## config.mk

```make
export PLATFORM = sky130hd
export DESIGN_NAME = imm_encoder_flat
export DESIGN_NICKNAME = d
export VERILOG_FILES = /design/src/rtl/imm_encoder_pkg.sv /design/src/rtl/imm_encoder_if.sv /design/src/rtl/imm_encoder_pack.sv /design/src/rtl/imm_encoder.sv /design/src/flat_wrapper.sv
export SDC_FILE = /design/constraint.sdc
export NUM_CORES = 1
export LEC_CHECK = 0
export BUFFER_PORTS_ARGS = -buffer_cell sky130_fd_sc_hd__buf_2
export CORE_ASPECT_RATIO = 0.9
export CORE_MARGIN = 2
export CORE_UTILIZATION = 55
export CTS_CLUSTER_SIZE = 28
export DETAILED_ROUTE_END_ITERATION = 8
export HOLD_SLACK_MARGIN = 0.12
export MAX_ROUTING_LAYER = met4
export PLACE_DENSITY = 0.8
export SLEW_MARGIN = 20
export SYNTH_ARGS = -nofsm -noshare
export SYNTH_HDL_FRONTEND = slang
export SYNTH_SLANG_ARGS = --single-unit
```

## constraint.sdc

```tcl
create_clock -name clk -period 2.1 [get_ports clk]
set_input_delay 0.105 -clock clk [delete_from_list [all_inputs] [get_ports clk]]
set_output_delay 0.105 -clock clk [all_outputs]
set_load 0.05 [all_outputs]
```

## src/rtl/imm_encoder_pkg.sv

```systemverilog
// Shared types and constants for the RV32I instruction encoder.
// Used by imm_pack, imm_encoder and imm_encoder_if users.
package imm_enc_pkg;

    typedef enum logic [2:0] {
        FMT_I = 3'd0,
        FMT_S = 3'd1,
        FMT_B = 3'd2,
        FMT_J = 3'd3,
        FMT_U = 3'd4,
        FMT_R = 3'd5
    } fmt_e;

    localparam logic [6:0] OP_IMM    = 7'b001_0011;
    localparam logic [6:0] OP_STORE  = 7'b010_0011;
    localparam logic [6:0] OP_BRANCH = 7'b110_0011;
    localparam logic [6:0] OP_JAL    = 7'b110_1111;
    localparam logic [6:0] OP_LUI    = 7'b011_0111;
    localparam logic [6:0] OP_AUIPC  = 7'b001_0111;
    localparam logic [6:0] OP_REG    = 7'b011_0011;

    localparam logic [31:0] NOP_INSTR = 32'h0000_0013;

    // fmt kept as raw bits so the illegal codes 6/7 survive into the packer
    typedef struct packed {
        logic [2:0]  fmt;
        logic [6:0]  opcode;
        logic [4:0]  rd;
        logic [4:0]  rs1;
        logic [4:0]  rs2;
        logic [2:0]  funct3;
        logic [6:0]  funct7;
        logic [31:0] imm;
    } req_t;

    // True when imm[31:lsb] are all copies of the sign bit.
    function automatic logic fits_signed(input logic [31:0] imm, input logic [4:0] lsb);
        logic [31:0] sh_v;
        sh_v = 32'($signed(imm) >>> lsb);
        return (sh_v == 32'h0000_0000) || (sh_v == 32'hFFFF_FFFF);
    endfunction

endpackage

```

## src/rtl/imm_encoder_if.sv

```systemverilog
// Request/response handshake bundle of the instruction encoder.
// master = program generator + memory write side, slave = encoder.
interface imm_encoder_if;

    logic        in_valid;
    logic        in_ready;
    logic [2:0]  in_fmt;
    logic [6:0]  in_opcode;
    logic [4:0]  in_rd;
    logic [4:0]  in_rs1;
    logic [4:0]  in_rs2;
    logic [2:0]  in_funct3;
    logic [6:0]  in_funct7;
    logic [31:0] in_imm;
    logic        out_valid;
    logic        out_ready;
    logic [31:0] out_instr;
    logic        out_err;

    modport master (
        output in_valid, in_fmt, in_opcode, in_rd, in_rs1, in_rs2,
               in_funct3, in_funct7, in_imm, out_ready,
        input  in_ready, out_valid, out_instr, out_err
    );

    modport slave (
        input  in_valid, in_fmt, in_opcode, in_rd, in_rs1, in_rs2,
               in_funct3, in_funct7, in_imm, out_ready,
        output in_ready, out_valid, out_instr, out_err
    );

endinterface

```

## src/rtl/imm_encoder_pack.sv

```systemverilog
// Combinational RV32I field packer: scatters the immediate into the
// selected format and flags immediates the format cannot represent.
module imm_pack
    import imm_enc_pkg::*;
(
    input  req_t        req,
    output logic [31:0] instr,
    output logic        err
);

    // Format-dependent bit scatter and range check
    always_comb begin
        instr = 32'h0000_0000;
        err   = 1'b0;
        case (req.fmt)
            FMT_I: begin
                instr = {req.imm[11:0], req.rs1, req.funct3, req.rd, req.opcode};
                err   = !fits_signed(req.imm, 5'd11);
            end
            FMT_S: begin
                instr = {req.imm[11:5], req.rs2, req.rs1, req.funct3, req.imm[4:0], req.opcode};
                err   = !fits_signed(req.imm, 5'd11);
            end
            FMT_B: begin
                instr = {req.imm[12], req.imm[10:5], req.rs2, req.rs1, req.funct3,
                         req.imm[4:1], req.imm[11], req.opcode};
                err   = req.imm[0] || !fits_signed(req.imm, 5'd12);
            end
            FMT_J: begin
                instr = {req.imm[20], req.imm[10:1], req.imm[11], req.imm[19:12], req.rd, req.opcode};
                err   = req.imm[0] || !fits_signed(req.imm, 5'd20);
            end
            FMT_U: begin
                instr = {req.imm[31:12], req.rd, req.opcode};
                err   = (req.imm[11:0] != 12'h000);
            end
            FMT_R: begin
                instr = {req.funct7, req.rs2, req.rs1, req.funct3, req.rd, req.opcode};
                err   = 1'b0;
            end
            default: begin
                instr = 32'h0000_0000;
                err   = 1'b1;
            end
        endcase
    end

endmodule

```

## src/rtl/imm_encoder.sv

```systemverilog
// Two-stage pipelined RV32I instruction encoder with valid/ready on both sides.
// Optional statistics counters are enabled by defining IMM_ENCODER_STATS_EN.
module imm_encoder
    import imm_enc_pkg::*;
#(
    parameter logic [31:0] NOP_WORD = NOP_INSTR
`ifdef IMM_ENCODER_STATS_EN
   ,parameter int          CNT_W    = 16
`endif
) (
    input  logic       clk,
    input  logic       rst_n,
    imm_encoder_if.slave bus
`ifdef IMM_ENCODER_STATS_EN
   ,output logic [CNT_W-1:0] cnt_ok
   ,output logic [CNT_W-1:0] cnt_err
`endif
);

    req_t        req_s;
    req_t        s1_req_r;
    logic        s1_valid_r;
    logic        s2_adv_s;
    logic        in_ready_s;
    logic [31:0] pack_instr_s;
    logic        pack_err_s;
    logic        out_valid_r;
    logic [31:0] out_instr_r;
    logic        out_err_r;

    assign req_s = '{fmt:    bus.in_fmt,
                     opcode: bus.in_opcode,
                     rd:     bus.in_rd,
                     rs1:    bus.in_rs1,
                     rs2:    bus.in_rs2,
                     funct3: bus.in_funct3,
                     funct7: bus.in_funct7,
                     imm:    bus.in_imm};

    // No skid buffer: in_ready follows out_ready combinationally
    assign s2_adv_s     = !out_valid_r || bus.out_ready;
    assign in_ready_s   = !s1_valid_r || s2_adv_s;
    assign bus.in_ready = in_ready_s;

    // S1: capture the raw request
    always_ff @(posedge clk or negedge rst_n) begin
        if (!rst_n) begin
            s1_valid_r <= 1'b0;
            s1_req_r   <= {$bits(req_t){1'b0}};
        end else if (in_ready_s) begin
            s1_valid_r <= bus.in_valid;
            if (bus.in_valid) begin
                s1_req_r <= req_s;
            end
        end
    end

    imm_pack u_pack (
        .req   (s1_req_r),
        .instr (pack_instr_s),
        .err   (pack_err_s)
    );

    // S2: hold packed word; rejected requests become NOP_WORD
    always_ff @(posedge clk or negedge rst_n) begin
        if (!rst_n) begin
            out_valid_r <= 1'b0;
            out_instr_r <= 32'h0000_0000;
            out_err_r   <= 1'b0;
        end else if (s2_adv_s) begin
            out_valid_r <= s1_valid_r;
            if (s1_valid_r) begin
                out_instr_r <= pack_err_s ? NOP_WORD : pack_instr_s;
                out_err_r   <= pack_err_s;
            end
        end
    end

    assign bus.out_valid = out_valid_r;
    assign bus.out_instr = out_instr_r;
    assign bus.out_err   = out_err_r;

`ifdef IMM_ENCODER_STATS_EN
    logic [CNT_W-1:0] cnt_ok_r;
    logic [CNT_W-1:0] cnt_err_r;

    // Saturating per-outcome counters, stepped on each output handshake
    always_ff @(posedge clk or negedge rst_n) begin
        if (!rst_n) begin
            cnt_ok_r  <= {CNT_W{1'b0}};
            cnt_err_r <= {CNT_W{1'b0}};
        end else if (out_valid_r && bus.out_ready) begin
            if (out_err_r) begin
                if (cnt_err_r != {CNT_W{1'b1}}) begin
                    cnt_err_r <= cnt_err_r + CNT_W'(1);
                end
            end else if (cnt_ok_r != {CNT_W{1'b1}}) begin
                cnt_ok_r <= cnt_ok_r + CNT_W'(1);
            end
        end
    end

    assign cnt_ok  = cnt_ok_r;
    assign cnt_err = cnt_err_r;
`endif

endmodule
```

## src/flat_wrapper.sv

```systemverilog
// flat-port wrapper written by rule: the top's interface ports become plain ports
module imm_encoder_flat import imm_enc_pkg::*;
#(
    parameter logic [31:0] NOP_WORD = NOP_INSTR

)
  (clk, rst_n, bus_in_valid, bus_in_fmt, bus_in_opcode, bus_in_rd, bus_in_rs1, bus_in_rs2, bus_in_funct3, bus_in_funct7, bus_in_imm, bus_out_ready, bus_in_ready, bus_out_valid, bus_out_instr, bus_out_err);
  imm_encoder_if bus_i ();
  input  logic clk;
  input  logic rst_n;
  input wire logic [$bits(bus_i.in_valid)-1:0] bus_in_valid;
  input wire logic [$bits(bus_i.in_fmt)-1:0] bus_in_fmt;
  input wire logic [$bits(bus_i.in_opcode)-1:0] bus_in_opcode;
  input wire logic [$bits(bus_i.in_rd)-1:0] bus_in_rd;
  input wire logic [$bits(bus_i.in_rs1)-1:0] bus_in_rs1;
  input wire logic [$bits(bus_i.in_rs2)-1:0] bus_in_rs2;
  input wire logic [$bits(bus_i.in_funct3)-1:0] bus_in_funct3;
  input wire logic [$bits(bus_i.in_funct7)-1:0] bus_in_funct7;
  input wire logic [$bits(bus_i.in_imm)-1:0] bus_in_imm;
  input wire logic [$bits(bus_i.out_ready)-1:0] bus_out_ready;
  output wire logic [$bits(bus_i.in_ready)-1:0] bus_in_ready;
  output wire logic [$bits(bus_i.out_valid)-1:0] bus_out_valid;
  output wire logic [$bits(bus_i.out_instr)-1:0] bus_out_instr;
  output wire logic [$bits(bus_i.out_err)-1:0] bus_out_err;
  assign bus_i.in_valid = bus_in_valid;
  assign bus_i.in_fmt = bus_in_fmt;
  assign bus_i.in_opcode = bus_in_opcode;
  assign bus_i.in_rd = bus_in_rd;
  assign bus_i.in_rs1 = bus_in_rs1;
  assign bus_i.in_rs2 = bus_in_rs2;
  assign bus_i.in_funct3 = bus_in_funct3;
  assign bus_i.in_funct7 = bus_in_funct7;
  assign bus_i.in_imm = bus_in_imm;
  assign bus_i.out_ready = bus_out_ready;
  assign bus_in_ready = bus_i.in_ready;
  assign bus_out_valid = bus_i.out_valid;
  assign bus_out_instr = bus_i.out_instr;
  assign bus_out_err = bus_i.out_err;
  imm_encoder #(.NOP_WORD(NOP_WORD)) u_core (.clk(clk), .rst_n(rst_n), .bus(bus_i));
endmodule
```

=== Word level (Yosys, flattened, before mapping) ===
Cells that the tools add are included.

* Bits of input ports: 71
* Register bits after elaboration: 102
* Output and inout port bits: 35
* Logic and storage cells: 43
* Memory bits (writable): 0
* Memories kept: 0
* Memory bits (read-only): 0
* Latch bits: 0

* Add/sub/neg operators: 0
* Divide/modulo/power cells: 0
* Eq/ne operators: 8
* Multipliers: 0
* Shift operators: 0
* Magnitude comparators: 0
* Bitwise gates (word level): 0
* Reduce and logical (&&, ||, !) cells: 20
* Muxes and demuxes: 3

{| class="wikitable"
|+ Operator list
! cell !! number
|-
| $pmux W32 S6 || 1
|-
| $eq A32 B32 Y1 const B || 3
|-
| $logic_not A32 Y1 || 3
|-
| $mux W32 || 1
|-
| $reduce_bool A12 Y1 || 1
|-
| $logic_or A1 B1 Y1 || 7
|-
| $eq A3 B2 Y1 const B || 2
|-
| $eq A3 B3 Y1 const B || 2
|-
| $logic_not A1 Y1 || 5
|-
| $pmux W1 S5 || 1
|-
| $reduce_and A2 Y1 || 2
|-
| $eq A3 B1 Y1 const B || 1
|-
| $logic_not A3 Y1 || 1
|-
| $reduce_or A2 Y1 || 1
|}

=== Logic depth before layout (Yosys ltp) ===
* Word-level depth: 6
* Mapped depth: 8
* Depth with buffers taken out: 5

=== Modules after synthesis ===
A second synthesis with hierarchy kept.

* Cells, all modules: 410
* Area, all modules: 5,341.4 um^2

{| class="wikitable"
|+ By module, submodules not included
! module !! seq. area each (um^2) !! area an instance (um^2) !! times used !! cells each
|-
| imm_encoder || 2,552.4 || 4,284.1 || 1 || 257
|-
| imm_pack || 0.0 || 1,057.3 || 1 || 153
|}

=== Worst setup path after synthesis ===
Ideal clock, no wire load.

* Kind: reg2reg
* From: register u_core.out_valid_r (netlist: u_core.bus.out_valid)
* To: register u_core.s1_req_r[10] (netlist bit)
* Buffers on the path: 2
* Period minus slack after synthesis: 2,370 ps
* Required time: 1,975 ps
* Library setup time: 125 ps
* Data arrival time: 2,246 ps
* Setup slack: -270 ps
* Stages on the path, launching flop included: 6
* Path through: dfrtp_1 -> nand3b_1 -> nand2_1 -> buf_2 -> buf_2 -> mux2_2

* Longest elaborated chain between the ends: 4

{| class="wikitable"
|+ RTL lines
! what !! line !! RTL
|-
| start, declared || imm_encoder.sv:27 || <nowiki>logic out_valid_r;</nowiki>
|-
| start signal, assigned || imm_encoder.sv:71 || <nowiki>out_valid_r <= s1_valid_r;</nowiki>
|-
| $logic_not A1 Y1 || imm_encoder.sv:41 || <nowiki>assign s2_adv_s = !out_valid_r || bus.out_ready;</nowiki>
|-
| $logic_or A1 B1 Y1 || imm_encoder.sv:41 ||
|-
| $logic_or A1 B1 Y1 || imm_encoder.sv:42 || <nowiki>assign in_ready_s = !s1_valid_r || s2_adv_s;</nowiki>
|-
| named net bus_in_ready || flat_wrapper.sv:21 || <nowiki>output wire logic [$bits(bus_i.in_ready)-1:0] bus_in_ready;</nowiki>
|-
| $reduce_and A2 Y1 (no source line) || - ||
|-
| end signal, assigned || imm_encoder.sv:49 || <nowiki>s1_req_r <= {$bits(req_t){1'b0}};</nowiki>
|-
| end signal, assigned || imm_encoder.sv:53 || <nowiki>s1_req_r <= req_s;</nowiki>
|-
| end, declared || imm_encoder.sv:21 || <nowiki>req_t s1_req_r;</nowiki>
|}

The timed path passes the listed nets, and every way through them passes these cells.
A chain may end at the register's enable or synchronous reset.

=== Worst setup path after layout ===
* From: register u_core.s1_req_r[66] (netlist bit)
* To: register u_core.out_instr_r[29] (netlist: u_core.bus.out_instr[29])

* Longest elaborated chain between the ends: 4
* Elaborated cells between the ends (all ways): 10
* Classes of those cells: eq/ne (5); mux (3); reduce/logical (2)

{| class="wikitable"
|+ RTL lines
! what !! line !! RTL
|-
| $eq A3 B1 Y1 / $logic_not A3 Y1 (equally long branches) || imm_encoder_pack.sv:15 || <nowiki>case (req.fmt)</nowiki>
|-
| $reduce_or A2 Y1 (no source line) || - ||
|-
| $pmux W1 S5 || imm_encoder_pack.sv:15 ||
|-
| $mux W32 (*) || imm_encoder.sv:73 || <nowiki>out_instr_r <= pack_err_s ? NOP_WORD : pack_instr_s;</nowiki>
|-
| end signal, assigned || imm_encoder.sv:73 ||
|-
| end, declared || imm_encoder.sv:28 || <nowiki>logic [31:0] out_instr_r;</nowiki>
|}

Every way passes the cells marked *; elsewhere a longest branch is shown, timed or not.

==> results.toml <==
[detailed_routing]
wl_met3_um = 873
drt-initial-drc-count = 360
via_per_inst = 5.938
drt_pass1_iterations = 5
vias = 4281
wire_per_inst_um = 18.28
route.detailed.drc = 0
wl_met1_um = 5645
antenna_left = 0
met2_length_um = 6350
totalWireLength_um = 13180
highest_layer = "met4"

[worst_setup_path]
cpPeakStageDelay_ns = 0.46
crit_arrival_ns = 2.23
crit_type = "register to register"
cp-start-kind = "register"
crit_family = "compound AO/OA/AOI/OAI gates"
cp_slowest_cell = "dfrtp_1"
critical_path_required_ns = 2.36
path_buf_inv = 1
worstPathMaxFanout = 19
cp-end-kind = "register"
path_cells = "clkinv_1 -> a22oi_1 -> o21a_1 -> nand2_2 -> a32o_1"

[sta]
relSlewSlack = 0.6129
setup_viol = 0
finalHoldViolations = 0
fmax_ghz = 0.5089
finClkSkew_ns = 0.009241
period_share = 0.9356
final_max_slew_viol_count = 0
fin_crit_ns = 1.965
worst_pin_slew_ns = 0.5784
rsz0062_at_grt = "false"
worst_slack_ns = 0.1351

[layout]
finalNonFillerCells = 721
regArea_mm2 = 0.002554
drive_gt1_frac = 0.3738
antenna_cells = 0
area_growth_pct = 31.84
multi_input_comb_area_mm2 = 0.002260
fin_nets = 669
nFillCells = 557

[clocking]
cts.sinks = 102
clk_pin_slew_worst_paths_ns = 0.09
clk_latency_ns = 0.37
clock_path_buffers = 2
root_buffer = "clkbuf_8"
cts_tree = "built"
htree_levels = 3
cts_made_buffers = 9

[grt]
antenna_found_initial = 0
grt_pass1_vias = 4285
grt_pass1_wl_um = 21590
grt_max_degree = 46
grt_usage = 0.2850
grt-ovfl-total = 0

[placement]
gp_congestion = 0.8913
port_buffers = 105
place_ws_ns = 0.1556
post-dp-hpwl_um = 8575
placedCellCount = 635

[synthesis]
synth-seq-cells = 102
synth_fp_nets = 496
synthesis.area_mm2 = 0.005002
syn_inst = 425
ys_types = 45
yosysSeqAreaShare = 0.5103
avgSynthCellArea_um2 = 11.77
yosys_warnings = 0

[power_and_ir_drop]
peakVddDrop_uv = 485.2
p_leak_nw = 2.924
power_mw = 5.808
power_density_mw_per_mm2 = 880.6

[floorplan]
num_rows = 32
die_w_um = 104.5
start_util = 0.5757
fp.coreArea_mm2 = 0.008688
die_h_um = 94.48
io_pins = 106
die_area_mm2 = 0.009875

[job]
maxCapViolCount = 0

[hold_path]
hold_class = "primary input to async pin"

[status]
status = "complete, no violations"
==> stage by stage <==
step | instance area, um2 | util | TNS, ns | hold slack, ns
after CTS | 6588 | 0.7582 | 0 | 0.2169
after global routing | 6595 | 0.7591 | 0 | 0.2488
after floorplan | 5014 | - | -0.1491 | -0.1906
final | 6595 | 0.7591 | 0 | 0.2051
after detailed placement | 5670 | 0.6527 | 0 | 0.06464
after global placement | 5670 | 0.6527 | 0 | 0.05615
==> path summary, 6_finish.rpt <==
path | cells past startpoint | endpoint | start | slack [ns]
hold / removal | 2 | u_core.s1_req_r[51] | rst_n | 0.21
setup reg to reg | 5 | u_core.bus.out_instr[29] | u_core.s1_req_r[66] | 0.14
hold reg to reg | 1 | u_core.bus.out_instr[30] | u_core.bus.out_instr[30] | 0.50
min in group clk | 3 | u_core.s1_req_r[29] | bus_in_imm[29] | 0.49
max in group asynchronous | 3 | u_core.bus.out_instr[12] | rst_n | 1.18
setup / recovery | 5 | u_core.bus.out_instr[29] | u_core.s1_req_r[66] | 0.14
==> cell families after synthesis <==
kind of cell / Yosys count / share of synthesized area
AOI/OAI and AO/OA: 99 / 0.1583
buffers and inverters: 36 / 0.04002
and+or+nand+nor: 102 / 0.1021
muxes: 86 / 0.1893
DFF: 102 / 0.5103
==> synthesized netlist by cell type, drive strengths merged <==
| library cell | number | area [um2] |
|---|---|---|
| a211oi | 5 | 37.54 |
| a21boi | 1 | 7.510 |
| a21oi | 21 | 105.1 |
| a22oi | 19 | 142.6 |
| a2bb2o | 1 | 20.02 |
| a311oi | 3 | 26.28 |
| a31oi | 4 | 25.02 |
| a32o | 15 | 150.1 |
| a32oi | 1 | 8.760 |
| and2 | 3 | 21.27 |
| and3 | 1 | 6.260 |
| buf | 20 | 140.1 |
| clkbuf | 12 | 45.04 |
| clkinv | 1 | 3.750 |
| dfrtp | 102 | 2552 |
| inv | 3 | 11.26 |
| mux2 | 69 | 777.0 |
| mux2i | 17 | 170.2 |
| nand2 | 31 | 118.9 |
| nand2b | 5 | 31.28 |
| nand3 | 8 | 40.04 |
| nand3b | 5 | 37.54 |
| nand4 | 5 | 31.28 |
| nand4b | 2 | 17.52 |
| nor2 | 30 | 112.6 |
| nor2b | 2 | 12.51 |
| nor3 | 2 | 10.01 |
| nor4 | 8 | 71.32 |
| o21a | 3 | 22.52 |
| o21ai | 1 | 8.760 |
| o221ai | 1 | 8.760 |
| o22ai | 9 | 56.30 |
| o2bb2ai | 1 | 8.760 |
| o31ai | 14 | 163.9 |
==> flip-flops by register name, summed over array words and instances, names as in the netlist <==
signal	flops
u_core.s1_req_r	67
u_core.bus.out_instr	32
u_core.bus.out_err	1
u_core.bus.out_valid	1
u_core.s1_valid_r	1
==> power breakdown <==
part	internal [mW]	switching, mW	leakage (nW)
clock network	0.616	0.678	0.102
registers	2.27	0.295	1.24
logic	0.760	1.18	1.59
total	3.65	2.16	2.92
==> layer usage <==
layer / vias up / track usage
met1: 2103 / 0.3830
met4: 0 / 0.09910
met3: 30 / 0.04555
met2: 216 / 0.4461
li1: 1932 / -
met5: - / -
==> layout make-up <==
type | count | share of cell area
clock inverters | 4 | 0.008348
flip-flops and latches | 102 | 0.3872
well taps | 119 | 0.02258
repair buffers | 194 | 0.2140
multi-input cells | 287 | 0.3426
inverters | 4 | 0.002277
clock buffers | 11 | 0.02296
==> layout by cell type, fill, tap and decap left out, types with 6 or more instances in the layout <==
cell           Yosys  final
nor4_1             6      6
mux2i_1           17     17
nand3_1            8      8
o22ai_1            9      9
mux2_2            69     69
dlygate4sd3_1      0     71
clkbuf_8           0     11
a32o_1            15     15
nand2_1           30     29
dfrtp_1          102    101
a21oi_1           21     21
buf_2             12    104
o31ai_2            9      9
a22oi_1           19     19
buf_4              2     16
nor2_1            30     30
==> repair_timing <==
| item | 4_1_cts | 5_1_grt |
|---|---|---|
| buffers inserted | 0 | 0 |
| endpoints found under the setup margin | 0 | 14 |
| gates resized for setup | 0 | 2 |
| endpoints found under the hold margin | 142 | 0 |
| hold buffers | 71 | 0 |
Note: power is estimated with default switching activity, not from simulation.
